<file path="src/rtl/pc_fetch_sequencer.sv">
// Q1-Q4 phase generator, 13-bit PC, PCLATH and circular return stack; control inputs act only at the end-of-Q4 edge.
// Fetch address is registered (one slot of lookahead); no backpressure, the slot cadence is fixed at four clocks.
module pc_fetch_sequencer #(
  parameter int          STACK_DEPTH  = 8,
  parameter logic [12:0] RESET_VECTOR = 13'h0000,
  localparam int         SP_W         = (STACK_DEPTH > 1) ? $clog2(STACK_DEPTH) : 1
) (
  input  logic            clk,
  input  logic            rst_n,
  output logic [1:0]      q_phase,
  output logic            instr_rd_en,
  output logic [12:0]     pc_out,
  output logic            flush,
  output logic [4:0]      pclath_out,
  input  logic            goto_en,
  input  logic            call_en,
  input  logic            ret_en,
  input  logic            skip_en,
  input  logic            pcl_wr_en,
  input  logic [7:0]      pcl_data_in,
  input  logic            pclath_wr_en,
  input  logic [4:0]      pclath_data_in,
  input  logic [10:0]     k,
  output logic [SP_W-1:0] stk_ptr
);

  logic [1:0]      phase_q, phase_d;
  logic [12:0]     pc_q, pc_d, pc_inc;
  logic [4:0]      pclath_q, pclath_d;
  logic [SP_W-1:0] sp_q, sp_d, sp_inc, sp_dec;
  logic            flush_q, flush_d;
  logic            push_en;
  logic [12:0]     stack_q [STACK_DEPTH];

  assign pc_inc = pc_q + 13'd1;
  assign sp_inc = sp_q + SP_W'(1);
  assign sp_dec = sp_q - SP_W'(1);

  always_comb begin
    phase_d  = phase_q + 2'd1;
    pc_d     = pc_q;
    pclath_d = pclath_q;
    sp_d     = sp_q;
    flush_d  = flush_q;
    push_en  = 1'b0;
    if (phase_q == 2'd3) begin
      if (flush_q) begin
        // Discarded slot: controls are meaningless, just keep fetching sequentially.
        pc_d    = pc_inc;
        flush_d = 1'b0;
      end else begin
        flush_d = 1'b1;
        if (pclath_wr_en)
          pclath_d = pclath_data_in;
        // Branch targets below use pclath_q so a same-slot PCLATH write takes effect next slot.
        if (ret_en) begin
          pc_d = stack_q[sp_dec];
          sp_d = sp_dec;
        end else if (call_en) begin
          push_en = 1'b1;
          sp_d    = sp_inc;
          pc_d    = {pclath_q[4:3], k};
        end else if (goto_en) begin
          pc_d = {pclath_q[4:3], k};
        end else if (pcl_wr_en) begin
          pc_d = {pclath_q, pcl_data_in};
        end else begin
          pc_d    = pc_inc;
          flush_d = skip_en;
        end
      end
    end
  end

  always_ff @(posedge clk or negedge rst_n) begin
    if (!rst_n) begin
      phase_q  <= 2'd0;
      pc_q     <= RESET_VECTOR;
      pclath_q <= 5'd0;
      sp_q     <= '0;
      flush_q  <= 1'b1;
      for (int i = 0; i < STACK_DEPTH; i++)
        stack_q[i] <= 13'd0;
    end else begin
      phase_q  <= phase_d;
      pc_q     <= pc_d;
      pclath_q <= pclath_d;
      sp_q     <= sp_d;
      flush_q  <= flush_d;
      if (push_en)
        stack_q[sp_q] <= pc_q;
    end
  end

  assign q_phase     = phase_q;
  assign instr_rd_en = (phase_q == 2'd3);
  assign pc_out      = pc_q;
  assign flush       = flush_q;
  assign pclath_out  = pclath_q;
  assign stk_ptr     = sp_q;

endmodule

</file>
<file path="config.mk">
export PLATFORM = sky130hd
export DESIGN_NAME = pc_fetch_sequencer
export DESIGN_NICKNAME = d
export VERILOG_FILES = /design/src/rtl/pc_fetch_sequencer.sv
export SDC_FILE = /design/constraint.sdc
export NUM_CORES = 1
export LEC_CHECK = 0
export ABC_AREA = 1
export CELL_PAD_IN_SITES_DETAIL_PLACEMENT = 1
export CELL_PAD_IN_SITES_GLOBAL_PLACEMENT = 2
export CORE_MARGIN = 1
export CORE_UTILIZATION = 34
export DETAILED_ROUTE_END_ITERATION = 6
export DONT_BUFFER_PORTS = 1
export GPL_TIMING_DRIVEN = 0
export HOLD_SLACK_MARGIN = 0.15
export PLACE_DENSITY = 0.84
export SETUP_SLACK_MARGIN = 0.15
export SLEW_MARGIN = 20
export SYNTH_ARGS = -nofsm -noshare
export SYNTH_HDL_FRONTEND = slang
export SYNTH_SLANG_ARGS = --single-unit
</file>
<file path="constraint.sdc">
create_clock -name clk -period 2.2 [get_ports clk]
set_input_delay 0.11 -clock clk [delete_from_list [all_inputs] [get_ports clk]]
set_output_delay 0.11 -clock clk [all_outputs]
set_load 0.01 [all_outputs]
</file>
==> results of run 1 <==
logic make-up after synthesis:
logic type	after synthesis	share of synthesized area
flops	128	0.498
fa+ha+maj	4	0.00778
buf+inv	90	0.0539
mux	4	0.00700
simple gates	414	0.265
xor+xnor	4	0.00545
compound gates	204	0.163
power by group through the flow:
stage | logic, µW | registers, µW | clock network (µW)
2_1_floorplan | 2540 | 3320 | 0
3_3_place_gp | 3860 | 3480 | 0
3_5_place_dp | 3930 | 3500 | 0
4_1_cts | 4950 | 3470 | 2820
5_1_grt | 6660 | 3640 | 2940
6_report | 6300 | 3580 | 2820
routing by layer:
metal / up-vias / wire [µm] / track usage / share of wire
li1: 2995 / - / - / -
met1: 3455 / 12800 / 0.367 / 0.45
met2: 211 / 13500 / 0.421 / 0.48
met3: 53 / 1290 / 0.0437 / 0.046
met4: 0 / 722 / 0.108 / 0.026
met5: - / 0 / 0 / 0
critical path, stage by stage (launching register included):
cell and delay [ps]:
dfrtp_2 480, inv_2 80, buf_8 130, clkbuf_16 140, ha_4 260, clkbuf_16 160
clkbuf_16 170, nand3_1 100, nand3_1 180, nor2_2 80, nor2_2 120, nand2_1 70
nand2_1 60, nand2_1 40
repair_timing:
action,CTS,global route
endpoints found under the hold margin,176,128
pin swaps,15,33
endpoints found under the setup margin,119,116
cloned,5,13
buffers inserted,14,21
gates resized for setup,126,318
final cells by class:
cell class,count,area share
clock buffer,23,0.0528
timing repair buffer,77,0.101
multi-input combinational,632,0.390
clock inverter,9,0.00875
sequential,128,0.340
inverter,41,0.0184
tap,229,0.0304
buffer,48,0.0582
sequential cells by signal, summed over array words and instances (netlist names):
signal / flops
q_phase: 2
pclath_out: 5
stack_q: 104
stk_ptr: 3
flush: 1
pc_out: 13
cell usage after synthesis (all sizes together):
library cell	number	area, µm²
a22oi	2	15.0
nand3b	5	37.5
a31oi	1	6.26
xor2	2	17.5
buf	7	35.0
dfrtp	127	3180
nand4	9	93.8
nand3	32	170
xnor2	2	17.5
a21o	2	15.0
ha	4	50.1
mux2	4	45.0
clkbuf	42	158
inv	41	154
nand2	268	1010
a21oi	17	85.1
o31ai	1	7.51
o211ai	1	7.51
o21ai	172	861
nor2	98	375
nor3	2	21.3
o22ai	8	50.1
dfstp	1	26.3
through the flow:
step	setup slack [ps]	hold slack, ps	power (µW)	std cells
finish	-2.56	-628	12700	1187
floorplan	134	-186	5870	848
global placement	-674	-183	7340	1077
detailed placement	-725	-184	7420	1077
global route	-57.0	-640	13200	1187
CTS	86.1	-637	11200	1154
layout by cell type (no fill, tap or decap), types with 23 or more instances in the layout:
cell type	Yosys	routed
dfrtp_1	127	123
inv_1	41	36
o21ai_1	8	50
nand3_1	30	23
buf_6	0	26
nand2_2	0	56
dlygate4sd3_1	0	26
o21ai_0	164	67
nor2_1	97	82
clkbuf_16	0	32
nand2_1	268	190
o21ai_2	0	55
path summary, 6_finish.rpt:
kind	to
min reg2reg	stack_q[21]
max	pc_out[11]
max reg2reg	pc_out[11]
max in group asynchronous	q_phase[0]
min in group clk	pc_out[7]
min	pc_out[12]
==> results_dict.tcl, run 1 <==
set metrics [dict create \
    p_seq_frac 0.282 \
    internal_power_uw 6960 \
    layout-drive-gt1-share 0.319 \
    vias 6714 \
    fillers 2131 \
    multi_input_area_um2 3680 \
    slew_headroom 0.415 \
    die_h_um 140 \
    violations "hold timing, setup timing" \
    swShare 0.452 \
    synth-seq-cells 128 \
    endpoint_kind "register" \
    antenna_cells 0 \
    p_clk_frac 0.222 \
    timing.critical_path.fanout_max 6 \
    r2r_slack_ps -3 \
    p_leak_uw 0.00421 \
    cts.sinks 128 \
    grt_max_degree 129 \
    status "finished, violations left" \
    worst_slack_ps -2.56 \
    grt_use_total 0.268 \
    worstSetupStartpoint "stk_ptr[0]" \
    crit_arrival_ps 2520 \
    vias_per_cell 5.66 \
    wl_per_cell_um 23.8 \
    rsz0062_at_grt "yes" \
    cp_data_required_time_ps 2520 \
    startpoint_type "register" \
    switchingPower_uw 5730 \
    clkTransAtPathRegs_ps 60 \
    antenna_found_initial 0 \
    hp-class "in2async" \
    die_area_um2 19500 \
    maxCapViolCount 0 \
    drcViolationCount 0 \
    setup_tns_ps -2.56 \
    final_cell_area_um2 9440 \
    die_w_um 140 \
    synthCells 848 \
    drv_slew 0 \
    ant_nets 0 \
    max_freq_mhz 454 \
    io_pins 57 \
    cts_tree "done" \
    cts_root_buffer "clkbuf_16" \
    period_minus_slack_ps 2200 \
    grt_pass1_vias 6500 \
    syn_nets 884 \
    skew_ps 8.31 \
    syn_area_um2 6430 \
    ctsHoldBuffers 26 \
    synth_warnings 0 \
    grt_pass1_wl_mm 38.8 \
    syn2layout_area_growth_pct 46.7 \
    fin_util 0.517 \
    seqCellArea_um2 3210 \
    ir_drop_mv 0.576 \
    first_iter_violations 499 \
    synth.distinct_cells 28 \
    htree_levels 4 \
    critPathKind "reg2reg" \
    setup_violations 1 \
    core_area_um2 18300 \
    place.gp.congestion 0.814 \
    clock_path_buffers 2 \
    worstRegToRegCells 13 \
    start_util 0.352 \
    postPlaceCellArea_um2 6760 \
    postSynthAreaPerCell_um2 7.59 \
    portBuffers 0 \
    nets 981 \
    clock_latency_ps 430 \
    combinationalPowerShare 0.496 \
    wirelength_mm 28.3 \
    drt-pass1-iter-count 5 \
    ys_seq_area_frac 0.498 \
    finalHoldViolCount 128 \
    gr-total-overflow 0 \
    worst_pin_slew_ps 877 \
    reg2reg_from "stk_ptr[0]" \
    whs_ps -628 \
    power.density_nw_per_um2 1350 \
    fp-row-count 49 \
    numCtsBuffers 17 \
    dp_hpwl_mm 16.2 \
    period_share 1.00 \
]
No activity file was read; power rests on OpenSTA's default activity.
==> run 2: changes to the inputs <==
CELL_PAD_IN_SITES_DETAIL_PLACEMENT = 0   (was 1)
CELL_PAD_IN_SITES_GLOBAL_PLACEMENT = 1   (was 2)
CORE_UTILIZATION = 40   (was 34)
PLACE_DENSITY = 0.77   (was 0.84)
clock period = 2.7 ns   (was 2.2 ns; I/O delays follow)
==> run 2 against run 1 <==
  * The flow finishes with violations (hold timing)
  * Combinational power down 48%
  * Critical path depth down 6
  * Final cell count down 5.8%
  * Critical endpoint is now pclath_out[2]
  * Highest routed layer unchanged
==> results_dict.tcl, run 2 (synthesis gave the netlist of run 1 again) <==
set metrics [dict create \
    mostFrequentLayoutCells "nand2_1 (268), o21ai_0 (163), dfrtp_1 (126), nor2_1 (96), inv_1 (40)" \
    largest_reg_flops 104 \
    max_freq_mhz 402 \
    ctsHoldBuffers 25 \
    timing.critical_path.fanout_max 9 \
    hp-class "in2async" \
    cp_data_required_time_ps 3000 \
    slew_headroom 0.512 \
    fillers 1561 \
    cts.sinks 128 \
    cts_root_buffer "clkbuf_16" \
    start_util 0.417 \
    grt_pass1_vias 5787 \
    endpoint "pclath_out[2]" \
    mostFrequentLayoutCell "nand2_1" \
    period_share 0.922 \
    first_iter_violations 610 \
    place.gp.congestion 0.866 \
    drt-pass1-iter-count 5 \
    die_area_um2 16600 \
    wirelength_mm 21.3 \
    htree_levels 4 \
    maxCapViolCount 0 \
    grt_use_total 0.272 \
    nets 930 \
    die_w_um 129 \
    grt_max_degree 129 \
    clock_latency_ps 420 \
    worstRegToRegCells 7 \
    power.density_nw_per_um2 1130 \
    largest_register "stack_q" \
    vias_per_cell 5.50 \
    die_h_um 129 \
    endpoint_kind "register" \
    drcViolationCount 0 \
    gr-total-overflow 0 \
    status "finished, violations left" \
    fp-row-count 45 \
    core_area_um2 15400 \
    ir_drop_mv 0.509 \
    finalHoldViolCount 128 \
    critPathKind "reg2reg" \
    setup_tns_ps 0 \
    antenna_cells 0 \
    worstSetupStartpoint "q_phase[0]" \
    cts_tree "done" \
    startpoint_type "register" \
    ant_nets 0 \
    numCtsBuffers 17 \
    wl_per_cell_um 19.0 \
    r2r_slack_ps 210 \
    syn2layout_area_growth_pct 20.7 \
    io_pins 57 \
    dp_hpwl_mm 15.0 \
    crit_arrival_ps 2790 \
    power_uw 8740 \
    clock_path_buffers 2 \
    reg2reg_from "q_phase[0]" \
    grt_pass1_wl_mm 33.1 \
    layout-drive-gt1-share 0.0926 \
    reg2reg_to "pclath_out[2]" \
    rsz0062_at_grt "yes" \
    vias 6150 \
    p_leak_uw 0.00358 \
    worst_pin_slew_ps 732 \
    violations "hold timing" \
    setup_violations 0 \
    antenna_found_initial 0 \
    portBuffers 0 \
    whs_ps -591 \
    skew_ps 6.97 \
    drv_slew 0 \
    period_minus_slack_ps 2490 \
    clkTransAtPathRegs_ps 60 \
]
[run 2: cell types whose count changed in the layout (fill, tap and decap cells not counted), moves of 15 or more]
cell	before	now
o21ai_1	50	9
o21ai_2	55	0
buf_6	26	2
nand2_2	56	0
nand2_1	190	268
clkbuf_16	32	17
o21ai_0	67	163
nand2_4	22	0
[run 2: what timing repair did]
| action | 4_1_cts | 5_1_grt |
|---|---|---|
| endpoints found under the setup margin | 119 | 76 |
| pin swaps | 2 | 0 |
| cloned | 0 | 0 |
| buffers inserted | 2 | 0 |
| gates resized for setup | 26 | 33 |
| endpoints found under the hold margin | 145 | 128 |
[run 2: layer usage]
layer / vias to the layer above / global-route usage / wire length [µm] / part of all wire
li1: 2873 / - / - / -
met1: 3013 / 0.391 / 9620 / 0.45
met2: 239 / 0.413 / 9690 / 0.46
met3: 25 / 0.0570 / 1650 / 0.078
met4: 0 / 0.0747 / 325 / 0.015
met5: - / 0 / 0 / 0
[run 2: worst min-delay path by stage]
stage,endpoint,slack (ps),cells after the start
5_1_grt,stack_q[91],-600,0
2_1_floorplan,pc_out[0],-160,0
3_3_place_gp,stack_q[92],-150,0
6_report,stack_q[91],-590,0
3_5_place_dp,stack_q[91],-150,0
4_1_cts,stack_q[5],-600,0
[run 2: worst max-delay path, stage by stage, from the launching register on]
cell	delay (ps)
dfrtp_1	450
ha_4	230
inv_1	260
nor2_4	70
buf_4	180
nand2_1	230
mux2_2	370
dlygate4sd3_1	560
[run 2: layout make-up]
cell class / count / area, µm² / share of cell area
inverter: 41 / 154 / 0.0198
clock inverter: 14 / 236 / 0.0305
tap: 211 / 264 / 0.0340
multi-input combinational: 630 / 2930 / 0.378
sequential: 128 / 3210 / 0.413
buffer: 49 / 254 / 0.0327
clock buffer: 18 / 439 / 0.0566
timing repair buffer: 27 / 278 / 0.0358
[run 2: stage by stage]
step	area, µm²	cells	setup slack [ps]	utilization
after global routing	7760	1118	142	0.503
final	7760	1118	212	0.503
after CTS	7710	1118	164	0.500
after detailed placement	6700	1059	-933	0.434
after global placement	6700	1059	-935	0.434
after floorplan	6430	848	269	-
[run 2: where the power goes]
group,total (µW),internal [µW],switching (µW)
logic,3280,1020,2260
clock network,2640,1760,887
registers,2820,2360,455
==> run 3: changes to the inputs <==
PLACE_DENSITY = 0.72   (was 0.77)
==> run 3 against run 2 <==
  * The run still ends with hold timing left
  * Sequential power about the same
  * Critical path depth grew 2
  * Die area unchanged
  * Final cell count is 0.18% lower
  * Flip-flop and latch count unchanged
  * Maximum frequency grew 1.6%
  * Routed wire length increased by 1.6%
  * First-iteration DRC count is 17% lower
  * Register-to-register slack better by 40 ps
  * Combinational power increased by 2%
  * Sequential share of layout area is 0.57 points higher
==> results_dict.tcl, run 3 (synthesis gave the netlist of run 1 again) <==
set metrics [dict create \
    startpoint_type "register" \
    worstRegToRegCells 9 \
    fp-row-count 45 \
    antenna_found_initial 0 \
    antenna_cells 0 \
    largest_register "stack_q" \
    nets 929 \
    final_cell_area_um2 7660 \
    worst_pin_slew_ps 718 \
    worst_slack_ps 251 \
    critPathKind "reg2reg" \
    hp-class "in2async" \
    crit_arrival_ps 2780 \
    drt-pass1-iter-count 5 \
    first_iter_violations 508 \
    period_share 0.907 \
    period_minus_slack_ps 2450 \
    postPlaceCellArea_um2 6700 \
    reg2reg_to "stack_q[94]" \
    swShare 0.426 \
    cts.sinks 128 \
    drv_slew 0 \
    clkTransAtPathRegs_ps 60 \
    slew_headroom 0.521 \
    p_seq_frac 0.335 \
    start_util 0.417 \
    cts_tree "done" \
    core_area_um2 15400 \
    switchingPower_uw 3580 \
    syn2layout_area_growth_pct 19.0 \
    place.gp.congestion 0.874 \
    power.density_nw_per_um2 1100 \
    cp_data_required_time_ps 3030 \
    endpoint_kind "register" \
    grt_pass1_wl_mm 34.1 \
    portBuffers 0 \
    violations "hold timing" \
    reg2reg_from "q_phase[0]" \
    p_clk_frac 0.268 \
    power_uw 8390 \
    whs_ps -589 \
    ant_nets 0 \
    clock_path_buffers 2 \
    clock_latency_ps 420 \
    finalHoldViolCount 128 \
    grt_use_total 0.283 \
    maxCapViolCount 0 \
    crit_slowest_cell "dfrtp_1" \
    vias 6038 \
    gr-total-overflow 0 \
    layout-drive-gt1-share 0.0895 \
    rsz0062_at_grt "yes" \
    instances_no_fill 1116 \
    place_inst 1059 \
    dp_hpwl_mm 15.2 \
    p_leak_uw 0.00352 \
    wirelength_mm 21.6 \
    vias_per_cell 5.41 \
    crit_path_max_incr_delay_ps 420 \
    die_w_um 129 \
    combinationalPowerShare 0.397 \
    skew_ps 12.8 \
    setup_violations 0 \
    numCtsBuffers 17 \
    timing.critical_path.fanout_max 10 \
    crit_top_cell "inv_1" \
    die_area_um2 16600 \
    wl_per_cell_um 19.4 \
    drcViolationCount 0 \
    grt_max_degree 129 \
    ir_drop_mv 0.563 \
    max_freq_mhz 408 \
    crit_chain "ha_2, inv_1, nor2_4, inv_1, nor3_4, buf_12, nand3_2, clkbuf_2, o21ai_0" \
    pre_cts_slack_ps -1000 \
    status "finished, violations left" \
    internal_power_uw 4810 \
    die_h_um 129 \
    mostFrequentLayoutCells "nand2_1 (267), o21ai_0 (162), dfrtp_1 (126), nor2_1 (97), inv_1 (40)" \
    htree_levels 4 \
    grt_pass1_vias 5866 \
    cts_root_buffer "clkbuf_16" \
    mostFrequentLayoutCell "nand2_1" \
    largest_reg_flops 104 \
    io_pins 57 \
    r2r_slack_ps 250 \
]
run 3: changes by cell type in the layout (fill, tap and decap cells not counted), moves of 2 or more:
cell,delta
clkbuf_1,+3
clkinv_4,-2
clkbuf_2,-4
bufinv_16,-4
clkbuf_8,+2
run 3: through the flow:
step	TNS, ps	utilization
floorplan	0	-
global placement	-31850	0.434
detailed placement	-35670	0.434
CTS	0	0.492
global route	0	0.496
finish	0	0.496
run 3: worst max-delay path by stage:
stage / slack [ps] / cells past startpoint / to / from
2_1_floorplan: 270 / 14 / pc_out[11] / stk_ptr[0]
3_3_place_gp: -990 / 13 / pc_out[9] / stk_ptr[0]
3_5_place_dp: -1000 / 13 / pc_out[9] / stk_ptr[0]
4_1_cts: 160 / 13 / pc_out[9] / stk_ptr[0]
5_1_grt: 130 / 10 / stack_q[24] / q_phase[0]
6_report: 250 / 9 / stack_q[94] / q_phase[0]
run 3: area by class of cell:
type / count / area (µm²)
Clock buffer: 21 / 460
Clock inverter: 10 / 111
Fill cell: 1597 / 7770
Sequential cell: 128 / 3210
Inverter: 41 / 154
Timing Repair Buffer: 26 / 268
Multi-Input combinational cell: 630 / 2920
Tap cell: 211 / 264
Buffer: 49 / 270
run 3: what timing repair did:
item,4_1_cts,5_1_grt
pin swaps,2,3
setup buffers,2,0
gates resized for setup,30,33
gates cloned,0,0
endpoints found under the setup margin,119,63
hold endpoints to repair,146,132
hold buffers,23,1
run 3: per-layer routing:
layer  global-route usage  vias up  wire, µm
li1                     -     2866         -
met1                0.410     2932     10300
met2                0.435      214      9700
met3               0.0511       26      1340
met4               0.0720        0       342
met5                    0        -         0
run 3: worst max-delay path, delay by kind of cell, from the launching register on:
kind	cells	cell delay (ps)
buffers and inverters	4	780
and+or+nand+nor	3	590
DFF	1	420
adders and majority gates	1	330
AOI/OAI and AO/OA	1	220
run 3: power groups by stage:
| stage | logic [µW] | clock network [µW] | registers, µW |
|---|---|---|---|
| floorplan | 2020 | 0 | 2710 |
| global placement | 3020 | 0 | 2820 |
| detailed placement | 3060 | 0 | 2830 |
| CTS | 3220 | 2280 | 2810 |
| global route | 3720 | 2370 | 2880 |
| finish | 3330 | 2250 | 2810 |
